File: src/rtl/piso_pkg.sv
// Shared types for the PISO transmitter: FSM states, per-bit cell control and counter sizing.
package piso_pkg;

  typedef enum logic {StIdle, StShift} state_e;

  typedef enum logic [1:0] {CellHold, CellLoad, CellShiftIn, CellClear} cell_ctrl_e;

  localparam int unsigned WIDTH_DEFAULT = 8;
  localparam int unsigned CNT_W = $clog2(WIDTH_DEFAULT);

  function automatic int unsigned cnt_width(input int unsigned width);
    return $clog2(width);
  endfunction

endpackage

File: src/rtl/piso_if.sv
// Load handshake and serial output bundle between a word source and the PISO transmitter.
interface piso_if #(
  parameter int unsigned WIDTH = 8
);
  logic [WIDTH-1:0] d_in;
  logic             load_valid;
  logic             load_ready;
  logic             hold;
  logic             s_out;
  logic             s_valid;
  logic             s_first;
  logic             s_last;

  modport master (
    output d_in, load_valid, hold,
    input  load_ready, s_out, s_valid, s_first, s_last
  );

  modport slave (
    input  d_in, load_valid, hold,
    output load_ready, s_out, s_valid, s_first, s_last
  );
endinterface

File: src/rtl/piso_bit_cell.sv
// One shifter bit: flip-flop with a hold/load/shift-in/clear next-value mux.
module piso_bit_cell
  import piso_pkg::*;
(
  input  logic       clk,
  input  cell_ctrl_e ctrl,
  input  logic       load_val,
  input  logic       shift_val,
  output logic       q
);

  logic q_d;

  always_comb begin
    q_d = q;
    unique case (ctrl)
      CellHold:    q_d = q;
      CellLoad:    q_d = load_val;
      CellShiftIn: q_d = shift_val;
      CellClear:   q_d = 1'b0;
    endcase
  end

  always_ff @(posedge clk) begin
    q <= q_d;
  end

endmodule

File: src/rtl/piso_tx.sv
// Parallel-in/serial-out transmitter with valid/ready load, stall and first/last frame markers.
module piso_tx
  import piso_pkg::*;
#(
  parameter int unsigned WIDTH     = 8,
  parameter bit          MSB_FIRST = 1'b1
) (
  input logic clk,
  input logic r,
  piso_if.slave bus
);

  localparam int unsigned CntW = cnt_width(WIDTH);
  localparam logic [CntW-1:0] PenultIdx = CntW'(WIDTH - 2);

  state_e          state_q, state_d;
  logic [CntW-1:0] cnt_q, cnt_d;
  logic            valid_q, valid_d;
  logic            first_q, first_d;
  logic            last_q, last_d;
  cell_ctrl_e      cell_ctrl;
  logic [WIDTH-1:0] sr;
  logic [WIDTH-1:0] shift_in;
  logic            load_ready;
  logic            accept;

  // Ready in the s_last cycle lets the next frame follow with no idle gap.
  assign load_ready = r & ((state_q == StIdle) | ((state_q == StShift) & last_q & ~bus.hold));
  assign accept     = bus.load_valid & load_ready;

  always_comb begin
    if (MSB_FIRST) begin
      shift_in = {sr[WIDTH-2:0], 1'b0};
    end else begin
      shift_in = {1'b0, sr[WIDTH-1:1]};
    end
  end

  for (genvar i = 0; i < WIDTH; i++) begin : g_cell
    piso_bit_cell u_cell (
      .clk       (clk),
      .ctrl      (cell_ctrl),
      .load_val  (bus.d_in[i]),
      .shift_val (shift_in[i]),
      .q         (sr[i])
    );
  end

  always_comb begin
    state_d   = state_q;
    cnt_d     = cnt_q;
    valid_d   = valid_q;
    first_d   = first_q;
    last_d    = last_q;
    cell_ctrl = CellHold;
    if (!r) begin
      cell_ctrl = CellClear;
    end else if (accept) begin
      state_d   = StShift;
      cnt_d     = '0;
      valid_d   = 1'b1;
      first_d   = 1'b1;
      last_d    = 1'b0;
      cell_ctrl = CellLoad;
    end else if ((state_q == StShift) && !bus.hold) begin
      if (last_q) begin
        state_d   = StIdle;
        cnt_d     = '0;
        valid_d   = 1'b0;
        first_d   = 1'b0;
        last_d    = 1'b0;
        cell_ctrl = CellClear;
      end else begin
        // The counter never passes WIDTH-1; the s_last path above restarts it.
        cnt_d     = cnt_q + CntW'(1);
        first_d   = 1'b0;
        last_d    = (cnt_q == PenultIdx);
        cell_ctrl = CellShiftIn;
      end
    end
  end

  always_ff @(posedge clk) begin
    if (!r) begin
      state_q <= StIdle;
      cnt_q   <= '0;
      valid_q <= 1'b0;
      first_q <= 1'b0;
      last_q  <= 1'b0;
    end else begin
      state_q <= state_d;
      cnt_q   <= cnt_d;
      valid_q <= valid_d;
      first_q <= first_d;
      last_q  <= last_d;
    end
  end

  assign bus.load_ready = load_ready;
  assign bus.s_out      = MSB_FIRST ? sr[WIDTH-1] : sr[0];
  assign bus.s_valid    = valid_q;
  assign bus.s_first    = first_q;
  assign bus.s_last     = last_q;

endmodule

File: src/flat_wrapper.sv
// flat-port wrapper written by rule: the top's interface ports become plain ports
module piso_tx_flat import piso_pkg::*;
#(
  parameter int unsigned WIDTH     = 8,
  parameter bit          MSB_FIRST = 1'b1
)
  (clk, r, bus_d_in, bus_load_valid, bus_hold, bus_load_ready, bus_s_out, bus_s_valid, bus_s_first, bus_s_last);
  piso_if #(.WIDTH(WIDTH)) bus_i ();
  input logic clk;
  input logic r;
  input wire logic [$bits(bus_i.d_in)-1:0] bus_d_in;
  input wire logic [$bits(bus_i.load_valid)-1:0] bus_load_valid;
  input wire logic [$bits(bus_i.hold)-1:0] bus_hold;
  output wire logic [$bits(bus_i.load_ready)-1:0] bus_load_ready;
  output wire logic [$bits(bus_i.s_out)-1:0] bus_s_out;
  output wire logic [$bits(bus_i.s_valid)-1:0] bus_s_valid;
  output wire logic [$bits(bus_i.s_first)-1:0] bus_s_first;
  output wire logic [$bits(bus_i.s_last)-1:0] bus_s_last;
  assign bus_i.d_in = bus_d_in;
  assign bus_i.load_valid = bus_load_valid;
  assign bus_i.hold = bus_hold;
  assign bus_load_ready = bus_i.load_ready;
  assign bus_s_out = bus_i.s_out;
  assign bus_s_valid = bus_i.s_valid;
  assign bus_s_first = bus_i.s_first;
  assign bus_s_last = bus_i.s_last;
  piso_tx #(.WIDTH(WIDTH), .MSB_FIRST(MSB_FIRST)) u_core (.clk(clk), .r(r), .bus(bus_i));
endmodule
File: config.mk
export PLATFORM = sky130hd
export DESIGN_NAME = piso_tx_flat
export DESIGN_NICKNAME = d
export VERILOG_FILES = /design/src/rtl/piso_pkg.sv /design/src/rtl/piso_if.sv /design/src/rtl/piso_bit_cell.sv /design/src/rtl/piso_tx.sv /design/src/flat_wrapper.sv
export SDC_FILE = /design/constraint.sdc
export NUM_CORES = 1
export LEC_CHECK = 0
export ABC_CLOCK_PERIOD_IN_PS = 3600
export CELL_PAD_IN_SITES_DETAIL_PLACEMENT = 0
export CELL_PAD_IN_SITES_GLOBAL_PLACEMENT = 2
export CORE_MARGIN = 3
export CORE_UTILIZATION = 31
export DETAILED_ROUTE_END_ITERATION = 16
export PLACE_DENSITY = 0.81
export SYNTH_ARGS = -nofsm -noshare
export SYNTH_HDL_FRONTEND = slang
export SYNTH_SLANG_ARGS = --single-unit
export TNS_END_PERCENT = 5
File: constraint.sdc
create_clock -name clk -period 3.6 [get_ports clk]
set_clock_uncertainty 0.2 [all_clocks]
set_input_delay 0.72 -clock clk [delete_from_list [all_inputs] [get_ports clk]]
set_output_delay 0.72 -clock clk [all_outputs]
set_load 0.03 [all_outputs]
==> flow_metrics.tcl <==
set metrics [dict create \
    cts_setup_buffers 0 \
    relSlewSlack 0.672 \
    maximum_number_of_pins_on_one_net_before_global_route_repair 12 \
    timing.final.setup_violations 0 \
    finish.utilization 0.462 \
    critical_path.max_fanout 9 \
    cts_tree "yes" \
    vias 463 \
    syn-cell-area_um2 647 \
    worst_path_buffer_plus_inverter_count 2 \
    initial_core_util 0.352 \
    cts_buffers 3 \
    final.period_utilization 0.874 \
    timing.critical_path.slowest_cell_delay_ps 690 \
    min_period_ps 3150 \
    ctsLongestPathBuffers 2 \
    internal_power_uw 250 \
    detail_route.first_pass.iterations 1 \
    root_buffer "clkbuf_4" \
    io_pins 17 \
    place_inst 93 \
    clkPwrFrac 0.283 \
    min_path_cells 2 \
    die_area_um2 2670 \
    cts.clk_slew.worst_paths_ps 80 \
    pwr-share-comb 0.147 \
    ff2ff_path_depth 3 \
    die_y_um 51.7 \
    chipWidth_um 51.7 \
    final_cells 97 \
    synth_cell_types 26 \
    timing_worst_slew_pin_value_ps 490 \
    antenna_found_initial 0 \
    p_leak_uw 0.000324 \
    dp_hpwl_um 893 \
    place.port_buffers 16 \
    hold_path.class "reg -> reg" \
    synth.avg_cell_area_um2 12.0 \
    cts_hold_repair.buffers 0 \
    clock_sinks 14 \
    yosysSeqAreaShare 0.557 \
    hold_viol 0 \
    drive_gt1_frac 0.0833 \
    max_cap_viol_count 0 \
    slew_viol_final 0 \
    cp_cell_sequence "clkdlybuf4s50_1 -> a21boi_0 -> clkdlybuf4s50_1" \
    path_delay_family "buffers and inverters" \
    cpMostUsedCell "clkdlybuf4s50_1" \
    critical_path_source_type "primary input" \
    first_pass_grt_wire_length_um 2100 \
    clk_latency_ps 270 \
    gp_congestion 0.658 \
    worst_ir_drop_vdd_uv 181 \
    cts.repair.resized 0 \
    tns_ps 0 \
    total_switching_power_uw 77.4 \
    endpoint_kind "primary output" \
    power.switching_fraction 0.236 \
    seq_power_share 0.570 \
    area_growth_syn_to_layout_pct 31.3 \
    grt_use_total 0.109 \
    synth_nets 68 \
    power_density_nw_per_um2 386 \
    cp_class "in -> out" \
    n_antenna_cell 0 \
    synth-warning-count 0 \
    timing.critical_path.depth 3 \
    achievable-frequency_mhz 318 \
    synth-seq-cells 14 \
    final.setup.worst_slack_ps 453 \
    drt_drc_violations_left 0 \
    synthCells 54 \
    dpl_worst_slack_ps 457 \
    core_region_area_um2 1840 \
    grt-ovfl-total 0 \
    rsz_0062_raised_after_global_routing "false" \
    grt_pass1_vias 440 \
    avgRoutedWirePerCell_um 12.9 \
    cp_slowest_cell "clkdlybuf4s50_1" \
    finalWirelength_um 1250 \
    floorplan.rows 15 \
    drtAntennaViolNets 0 \
    drtIter0Drc 0 \
    crit_required_ps 2680 \
    worst_ep_arrival_time_ps 2230 \
    drt_via_density 4.77 \
    status "completed" \
    fin_nets 87 \
    clock_tree.htree_level_count 1 \
]
cell usage in the layout, fill, tap and decap left out, types with 2 or more instances in the layout:
master           count
clkbuf_4             3
nor2_1               2
nand2_1              2
and2_1               2
nand2b_1             2
ha_1                 2
o21ai_0              2
inv_1                2
a21oi_1              3
dfxtp_1              6
a21boi_0             2
edfxtp_1             8
a22o_1               7
clkdlybuf4s50_1     16
tightest hold or removal path, cell delays in order, from the launching register on:
cell	delay (ps)
dfxtp_1	320
nand2_1	50
a21boi_0	70
per-stage QoR:
step                      cell area [um^2]  hold WS (ps)  total power, uW
after floorplan                        647           251              215
after global placement                 823           267              238
after detailed placement               823           263              239
after CTS                              850           284              334
after global routing                   850           300              349
final                                  850           276              328
sequential cells by signal, summed over array words and instances, names as in the netlist:
signal,flops
u_core.cnt_q,3
u_core.bus.s_last,1
u_core.state_q,1
u_core.g_cell.u_cell.q,8
u_core.bus.s_first,1
power groups by stage:
stage | clock [uW] | combinational, uW | sequential, uW
final | 92.7 | 48.2 | 187
after global routing | 109 | 52.5 | 188
after CTS | 97.9 | 48.7 | 187
after detailed placement | 0 | 48.5 | 190
after global placement | 0 | 48.2 | 190
after floorplan | 0 | 19.9 | 195
routing by layer:
layer  wire, um  share of wire  GRT usage
met4          0              0     0.0131
met1        639           0.51      0.153
met2        538           0.43      0.146
met3         74          0.059     0.0630
met5          0              0          0
logic make-up after synthesis:
logic type	count (synthesis)	synth area share
DFF	14	0.557
adders and majority gates	2	0.0387
AOI/OAI and AO/OA	18	0.205
buffers and inverters	4	0.0348
and+or+nand+nor	15	0.147
muxes	1	0.0174
synth_stat cells (all sizes together):
cell	n	share of area
nand2b	3	0.033
mux2	1	0.017
a21oi	3	0.023
inv	2	0.012
nor2	2	0.012
dfxtp	6	0.19
and2	2	0.019
o31ai	1	0.012
a21boi	2	0.023
clkbuf	1	0.0058
ha	2	0.039
edfxtp	8	0.37
nor2b	1	0.0097
nand2	2	0.012
o2111ai	1	0.014
buf	1	0.017
or4b	1	0.015
a22o	7	0.095
and3	1	0.0097
or3	1	0.0097
a21o	1	0.012
o21a	1	0.012
nor3b	1	0.019
nand3	1	0.0077
o21ai	2	0.015
worst paths after layout:
check | start | endpoint | slack (ps)
setup / recovery | r | bus_load_ready | 450
hold reg to reg | u_core.bus.s_first | u_core.bus.s_first | 280
hold / removal | u_core.bus.s_first | u_core.bus.s_first | 280
setup reg to reg | u_core.state_q | u_core.g_cell[5].u_cell.q | 1900
layout make-up:
cell class / count / area [um^2]
inverters: 2 / 7.51
multi-input cells: 36 / 264
repair buffers: 16 / 160
clock buffers: 4 / 26.3
fillers: 192 / 990
flip-flops and latches: 14 / 360
well taps: 25 / 31.3
Power figures use the tool's default switching activity.
